==> src/rtl/cluster_event_core_ctrl.sv <==
// Per-core event controller: sticky event buffer, wake/IRQ masks, register port,
// and the sleep/wake sequencer that gates the core clock on blocking wait reads.
module cluster_event_core_ctrl #(
   parameter int NB_EVENTS = 32
) (
   input  logic                 clk_i,
   input  logic                 rst_i,
   input  logic [NB_EVENTS-1:0] events_i,
   input  logic                 core_busy_i,
   input  logic                 req_i,
   input  logic                 we_i,
   input  logic [2:0]           addr_i,
   input  logic [31:0]          wdata_i,
   output logic                 gnt_o,
   output logic                 rvalid_o,
   output logic [31:0]          rdata_o,
   output logic                 clk_en_o,
   output logic                 irq_o
);

   typedef enum logic [1:0] {
      ST_ACTIVE = 2'd0,
      ST_SLEEP  = 2'd1,
      ST_WAKE   = 2'd2
   } state_t;

   localparam logic [2:0] A_MASK       = 3'd0;
   localparam logic [2:0] A_BUFFER     = 3'd1;
   localparam logic [2:0] A_BUF_MASKED = 3'd2;
   localparam logic [2:0] A_WAIT       = 3'd3;
   localparam logic [2:0] A_WAIT_CLR   = 3'd4;
   localparam logic [2:0] A_IRQ_MASK   = 3'd5;

   state_t                r_state;
   logic [NB_EVENTS-1:0]  r_buffer;
   logic [NB_EVENTS-1:0]  r_mask;
   logic [NB_EVENTS-1:0]  r_irq_mask;
   logic                  r_clk_en;
   logic                  r_rvalid;
   logic [31:0]           r_rdata;

   logic [NB_EVENTS-1:0]  w_masked;
   logic                  w_pending;
   logic                  w_blocking;
   logic                  w_gnt;
   logic [NB_EVENTS-1:0]  w_clr;
   logic [31:0]           w_rdata_nxt;

   function automatic logic [31:0] zext(input logic [NB_EVENTS-1:0] v);
      logic [31:0] r;
      r = '0;
      r[NB_EVENTS-1:0] = v;
      return r;
   endfunction

   always_comb begin
      w_masked   = r_buffer & r_mask;
      w_pending  = |w_masked;
      w_blocking = !we_i && ((addr_i == A_WAIT) || (addr_i == A_WAIT_CLR));
      // Blocking reads are only accepted once a masked event is already buffered.
      w_gnt      = !rst_i && req_i && (r_state == ST_ACTIVE) && (!w_blocking || w_pending);

      w_clr = '0;
      if (w_gnt && we_i && (addr_i == A_BUFFER))
         w_clr = wdata_i[NB_EVENTS-1:0];
      else if (w_gnt && !we_i && (addr_i == A_WAIT_CLR))
         w_clr = w_masked;

      case (addr_i)
         A_MASK:       w_rdata_nxt = zext(r_mask);
         A_BUFFER:     w_rdata_nxt = zext(r_buffer);
         A_BUF_MASKED,
         A_WAIT,
         A_WAIT_CLR:   w_rdata_nxt = zext(w_masked);
         A_IRQ_MASK:   w_rdata_nxt = zext(r_irq_mask);
         default:      w_rdata_nxt = '0;
      endcase
   end

   always_ff @(posedge clk_i) begin
      if (rst_i) begin
         r_state    <= ST_ACTIVE;
         r_buffer   <= '0;
         r_mask     <= '0;
         r_irq_mask <= '0;
         r_clk_en   <= 1'b1;
         r_rvalid   <= 1'b0;
         r_rdata    <= '0;
      end else begin
         // Incoming events are OR-ed after the clear so a set wins.
         r_buffer <= (r_buffer & ~w_clr) | events_i;
         r_rvalid <= w_gnt;
         if (w_gnt && !we_i)
            r_rdata <= w_rdata_nxt;
         if (w_gnt && we_i) begin
            if (addr_i == A_MASK)     r_mask     <= wdata_i[NB_EVENTS-1:0];
            if (addr_i == A_IRQ_MASK) r_irq_mask <= wdata_i[NB_EVENTS-1:0];
         end

         case (r_state)
            ST_ACTIVE: begin
               if (req_i && w_blocking && !w_pending && !core_busy_i) begin
                  r_state  <= ST_SLEEP;
                  r_clk_en <= 1'b0;
               end
            end
            ST_SLEEP: begin
               if (w_pending) begin
                  r_state  <= ST_WAKE;
                  r_clk_en <= 1'b1;
               end
            end
            ST_WAKE: begin
               r_state  <= ST_ACTIVE;
               r_clk_en <= 1'b1;
            end
            default: begin
               r_state  <= ST_ACTIVE;
               r_clk_en <= 1'b1;
            end
         endcase
      end
   end

   assign gnt_o    = w_gnt;
   assign rvalid_o = r_rvalid;
   assign rdata_o  = r_rdata;
   assign clk_en_o = r_clk_en;
   assign irq_o    = |(r_buffer & r_irq_mask);

endmodule

==> config.mk <==
export PLATFORM = sky130hd
export DESIGN_NAME = cluster_event_core_ctrl
export DESIGN_NICKNAME = d
export VERILOG_FILES = /design/src/rtl/cluster_event_core_ctrl.sv
export SDC_FILE = /design/constraint.sdc
export NUM_CORES = 1
export LEC_CHECK = 0
export BUFFER_PORTS_ARGS = -buffer_cell sky130_fd_sc_hd__clkbuf_2
export CAP_MARGIN = 20
export CORE_MARGIN = 2
export CORE_UTILIZATION = 58
export CTS_CLUSTER_SIZE = 10
export DETAILED_ROUTE_END_ITERATION = 7
export PLACE_DENSITY = 0.93
export SKIP_LAST_GASP = 1
export SYNTH_ARGS = -nofsm -noshare
export SYNTH_HDL_FRONTEND = slang
export SYNTH_SLANG_ARGS = --single-unit
==> constraint.sdc <==
create_clock -name clk_i -period 2.6 [get_ports clk_i]
set_clock_uncertainty 0.1 [all_clocks]
set_input_delay 0.13 -clock clk_i [delete_from_list [all_inputs] [get_ports clk_i]]
set_output_delay 0.13 -clock clk_i [all_outputs]
set_load 0.02 [all_outputs]
==> flow_summary.ini, run 1 <==
[timing]
relSlewSlack = 0.442
finalCritPeriodShare = 0.968
rsz0062_at_grt = false
hold_viol = 0
worst_pin_slew_ps = 836
period_minus_slack_ps = 2520
slew_viol_final = 0
fin_setup_tns_ps = 0
setup_viol = 0
max_freq_ghz = 0.397

[pwr]
ir_worst_vdd_uv = 369
p_leak_nw = 3.34
p_per_area_nw_per_um2 = 587

[clocking]
cts-root-buf = clkbuf_16
clock_path_buffers = 2
clk_pin_slew_ps = 60
cts_buffers = 17
post_cts_resized = 0
cts_tree = built
clkLatencyLatePin_ps = 440
cts_sinks = 132
cts_max_level = 4

[synthesis]
async_reset_ff_frac = 0
synth_area_um2 = 7280
yosysTopAreaCell = dfxtp_1
ys_seq_area_frac = 0.363
synth_top_area_frac = 0.363
avgSynthCellArea_um2 = 7.89
synthCells = 923
ys_top_cells_by_area = dfxtp_1 36%, nand2_1 12%, a21oi_1 9.1%
synth_cell_types = 37
yosys_warnings = 0
ys.flop_type = dfxtp_1
synth-seq-cells = 132
synth_nets = 995
synth_edf_count = 0

[cells_and_area]
final_cells = 1247
drive_gt1_frac = 0.209
final_cell_mix = 230 x nand2_1, 132 x dfxtp_1, 131 x a21oi_1
fillers = 760
syn_to_final_growth_pct = 27.0
diodes = 0
layout.nets = 1138
final_common_cell = nand2_1
fin_area_um2 = 9250

[critical_path]
startpoint = r_buffer[4]
crit_path_max_incr_delay_ps = 400
r2r_cells = 6
start_kind = flip-flop
r2r-start = r_state[1]
arrival_ps = 2290
worst-path-stages = 6
end_kind = output port
critPathKind = flip-flop to output port
crit_family = compound AO/OA/AOI/OAI gates
path_cells = a22o_1 -> a221oi_1 -> and4_1 -> and2_1 -> a21oi_1 -> clkbuf_2
crit_fanout = 6
path_buf_inv = 1
cp.required_ps = 2370
critPathSlowestCell = dfxtp_1

[place]
dp_hpwl_um = 15000
dp.cells = 1150
io_buffers = 107
placed_area_um2 = 7940
gp_congestion = 0.961

[worst_hold_path]
min_path_type = primary input to flip-flop
hold_start = req_i
min_delay_path_depth = 4

[drt]
drtAntennaViolNets = 0
avgRoutedWirePerCell_um = 21.4
via_count = 8635
firstDrtPassIters = 8
drt-total-wl_um = 26700
drt-initial-drc-count = 1708
drc_errors = 36
vias_per_cell = 6.92

[global_routing]
grt_pass1_vias = 7965
globalRouteOverflowTotal = 0
grt_max_degree = 79
antenna_found_initial = 1
track_usage = 0.397
grt_pass1_wl_um = 41300

[die]
rows = 40
die-area_um2 = 13500
pin_count = 108
die_w_um = 116
start_util = 0.601
die_height_um = 116
core_um2 = 12100

[flow_run]
drv_cap = 0

[status]
violations = design-rule violations
outcome = finished with violations
report_power, final:
| part | switching, mW | internal (mW) | leakage (nW) | total (mW) |
|---|---|---|---|---|
| Clock | 0.908 | 1.80 | 0.323 | 2.71 |
| Combinational | 0.326 | 0.245 | 1.94 | 0.571 |
| Sequential | 0.0813 | 2.07 | 1.07 | 2.15 |
| Total | 1.32 | 4.11 | 3.34 | 5.43 |
flip-flops by register name (all words and copies together), names as in the netlist:
name / count
r_state: 2
clk_en_o: 1
rdata_o: 32
r_irq_mask: 32
r_buffer: 32
r_mask: 32
rvalid_o: 1
layout make-up:
class / instances / area [um^2] / area share
Multi-Input combinational cell: 710 / 4270 / 0.462
Sequential cell: 132 / 2640 / 0.286
Timing Repair Buffer: 205 / 1460 / 0.158
Clock buffer: 23 / 488 / 0.0528
Tap cell: 168 / 210 / 0.0227
Clock inverter: 9 / 173 / 0.0187
cells in the mapped netlist, types with 2 or more instances:
| cell type | number |
|---|---|
| a211oi_1 | 32 |
| buf_2 | 10 |
| a221oi_1 | 6 |
| nor4b_2 | 18 |
| nand3_1 | 3 |
| nand4_1 | 35 |
| a22o_1 | 6 |
| o21ai_0 | 32 |
| nand2b_1 | 33 |
| clkbuf_1 | 60 |
| nor2_1 | 4 |
| buf_6 | 5 |
| a22oi_1 | 20 |
| and3b_1 | 32 |
| buf_4 | 5 |
| dfxtp_1 | 132 |
| nor3_1 | 2 |
| nand2_1 | 230 |
| nor4b_1 | 15 |
| mux2_2 | 32 |
| a31oi_1 | 32 |
| a21oi_1 | 132 |
| nand3b_1 | 33 |
worst paths after layout:
| kind | end | slack [ps] |
|---|---|---|
| hold / removal | clk_en_o | 70 |
| hold reg to reg | r_irq_mask[15] | 370 |
| setup reg to reg | r_irq_mask[1] | 110 |
| setup / recovery | gnt_o | 80 |
kinds of logic (layout without fill, tap and decap cells):
group	count (synthesis)	in the layout	share of synthesized area
buf+inv	81	237	0.0512
flops	132	132	0.363
mux	32	32	0.0495
simple gates	416	416	0.325
compound gates	262	262	0.211
routing by layer:
layer | part of all wire | wire length [um] | up-vias | global-route usage
met5 | 0 | 0 | - | 0
met3 | 0.15 | 3990 | 248 | 0.129
met1 | 0.35 | 9440 | 3888 | 0.493
met4 | 0.073 | 1950 | 0 | 0.234
li1 | - | - | 3638 | -
met2 | 0.42 | 11300 | 861 | 0.602
metrics by stage:
step	setup WS [ps]	total power, mW	utilization	hold WS (ps)
floorplan	576	2.45	-	166
global placement	473	2.62	0.655	287
detailed placement	388	2.64	0.655	292
CTS	203	5.37	0.763	59.3
global route	89.7	5.54	0.763	93.3
finish	83.8	5.43	0.763	65.6
worst register-to-register path: stages (launching register included):
cell and delay (ps):
dfxtp_1 340, or4b_1 600, nor2_1 320, and3_1 470, buf_4 290, nand2_1 110
a21oi_1 180
timing repair:
action                                  CTS  global route
buffers inserted                          0             0
hold buffers                             65             0
endpoints found under the hold margin    98             0
endpoints found under the setup margin    0             0
Note: power is estimated with default switching activity, not from simulation.
==> run 2: changes to the inputs <==
CELL_PAD_IN_SITES_DETAIL_PLACEMENT = 0   (was not set)
CELL_PAD_IN_SITES_GLOBAL_PLACEMENT = 1   (was not set)
CORE_UTILIZATION = 42   (was 58)
GPL_TIMING_DRIVEN = 0   (was not set)
PLACE_DENSITY = 0.92   (was 0.93)
==> run 2 against run 1 <==
Clock power decreased by 21%; critical path depth unchanged; sequential power about the same; via count decreased by 8.6%; largest cell class unchanged; the run now ends clean.
==> flow_summary.ini, run 2 (synthesis results as in run 1) <==
[pwr]
switching_share = 0.274
p_int_mw = 3.53
p_leak_nw = 3.28
pwr-share-clk = 0.440
switchingPower_mw = 1.33
ir_worst_vdd_uv = 515
seqPwrFrac = 0.443
p_per_area_nw_per_um2 = 525
p_comb_frac = 0.118

[worst_hold_path]
min_path_type = primary input to flip-flop

[die]
die_w_um = 136
start_util = 0.425
rows = 48
die_height_um = 136
pin_count = 108
core_um2 = 17100
die-area_um2 = 18400

[global_routing]
grt_pass1_wl_um = 40900
antenna_found_initial = 0
grt_max_degree = 17
track_usage = 0.289
globalRouteOverflowTotal = 0
grt_pass1_vias = 7170

[drt]
drt-total-wl_um = 26400
firstDrtPassIters = 5
drc_errors = 0
via_count = 7892
avgRoutedWirePerCell_um = 19.7
vias_per_cell = 5.87
drtAntennaViolNets = 0
drt-initial-drc-count = 921

[clocking]
clkLatencyLatePin_ps = 440
cts_max_level = 4
cts_setup_buffers = 0
cts_sinks = 132
clk_pin_slew_ps = 60
cts_buffers = 17
clock_path_buffers = 2
cts-root-buf = clkbuf_16
cts_tree = built

[critical_path]
crit_path_max_incr_delay_ps = 520
path_buf_inv = 2
crit_fanout = 10
crit_family = simple AND/OR/NAND/NOR gates
critPathSlowestCell = or4b_1
arrival_ps = 2810
cp.required_ps = 2870
start_kind = flip-flop
path_cells = or4b_1 -> buf_2 -> nor2_1 -> clkbuf_1 -> o21ai_0 -> a31oi_1
critPathKind = flip-flop to flip-flop
end_kind = flip-flop

[cells_and_area]
layout.nets = 1182
multi_input_area_um2 = 4280
final_cell_mix = 230 x nand2_1, 132 x a21oi_1, 132 x dfxtp_1
syn_to_final_growth_pct = 27.2
diodes = 0
fin_area_um2 = 9260
drive_gt1_frac = 0.188
final_common_cell = nand2_1
seqCellArea_um2 = 2640
fillers = 1618

[timing]
whs_ps = 55.1
slew_viol_final = 0
relSlewSlack = 0.470
setup_viol = 0
hold_viol = 0
finalCritPeriodShare = 0.981
rsz0062_at_grt = true
worst_pin_slew_ps = 794
period_minus_slack_ps = 2550
max_freq_ghz = 0.392

[place]
dp_hpwl_um = 19100
io_buffers = 104
gp_congestion = 0.952
placed_area_um2 = 8080

[flow_run]
drv_cap = 0

[status]
outcome = completed
-- run 2: cell types whose count changed in the layout (fill, tap and decap cells not counted), sizes merged --
cell,change
buf,-14
bufinv,-5
clkbuf,+54
clkinv,+3
clkinvlp,+3
-- run 2: worst reg2reg max path: stages (launching register included) --
cell	delay, ps
dfxtp_1	330
or4b_1	520
buf_2	200
nor2_1	370
clkbuf_1	390
o21ai_0	340
a31oi_1	230
-- run 2: layer usage --
metal  vias up  GRT usage  share of wire
li1       3723          -              -
met1      3741      0.406           0.45
met2       372      0.435           0.44
met3        56     0.0655          0.089
met4         0      0.100          0.025
met5         -          0              0
-- run 2: timing repair --
action,4_1_cts,5_1_grt
endpoints found under the hold margin,98,0
resized for setup,4,7
hold buffers,65,0
pin swaps,0,0
endpoints found under the setup margin,32,31
-- run 2: per-stage QoR --
stage | cells | total power, mW | TNS (ps) | worst slack (ps) | utilization
5_1_grt | 1345 | 5.00 | -8.50 | -8.50 | 0.541
6_report | 1345 | 4.86 | 0 | 50.5 | 0.541
3_3_place_gp | 1252 | 2.67 | -10100 | -394 | 0.472
4_1_cts | 1345 | 4.84 | 0 | 57.6 | 0.540
2_1_floorplan | 923 | 2.45 | 0 | 576 | -
3_5_place_dp | 1252 | 2.67 | -8370 | -320 | 0.472
-- run 2: cell type report --
class | instances | area share
tap | 225 | 0.0304
sequential | 132 | 0.285
buffer | 80 | 0.0404
clock inverter | 10 | 0.00689
clock buffer | 19 | 0.0478
multi-input combinational | 710 | 0.463
timing repair buffer | 169 | 0.126
-- run 2: power by group through the flow --
stage	clock network, mW	logic, mW	registers (mW)
after floorplan	0	0.284	2.16
after global placement	0	0.479	2.19
after detailed placement	0	0.484	2.19
after CTS	2.14	0.562	2.15
after global routing	2.23	0.615	2.15
final	2.14	0.572	2.15
-- run 2: final timing paths --
check	to	slack [ps]	from	depth (start not counted)
max	rdata_o[21]	50	r_state[1]	6
min	clk_en_o	60	req_i	4
max reg2reg	rdata_o[21]	50	r_state[1]	6
min reg2reg	r_irq_mask[22]	380	r_irq_mask[22]	2
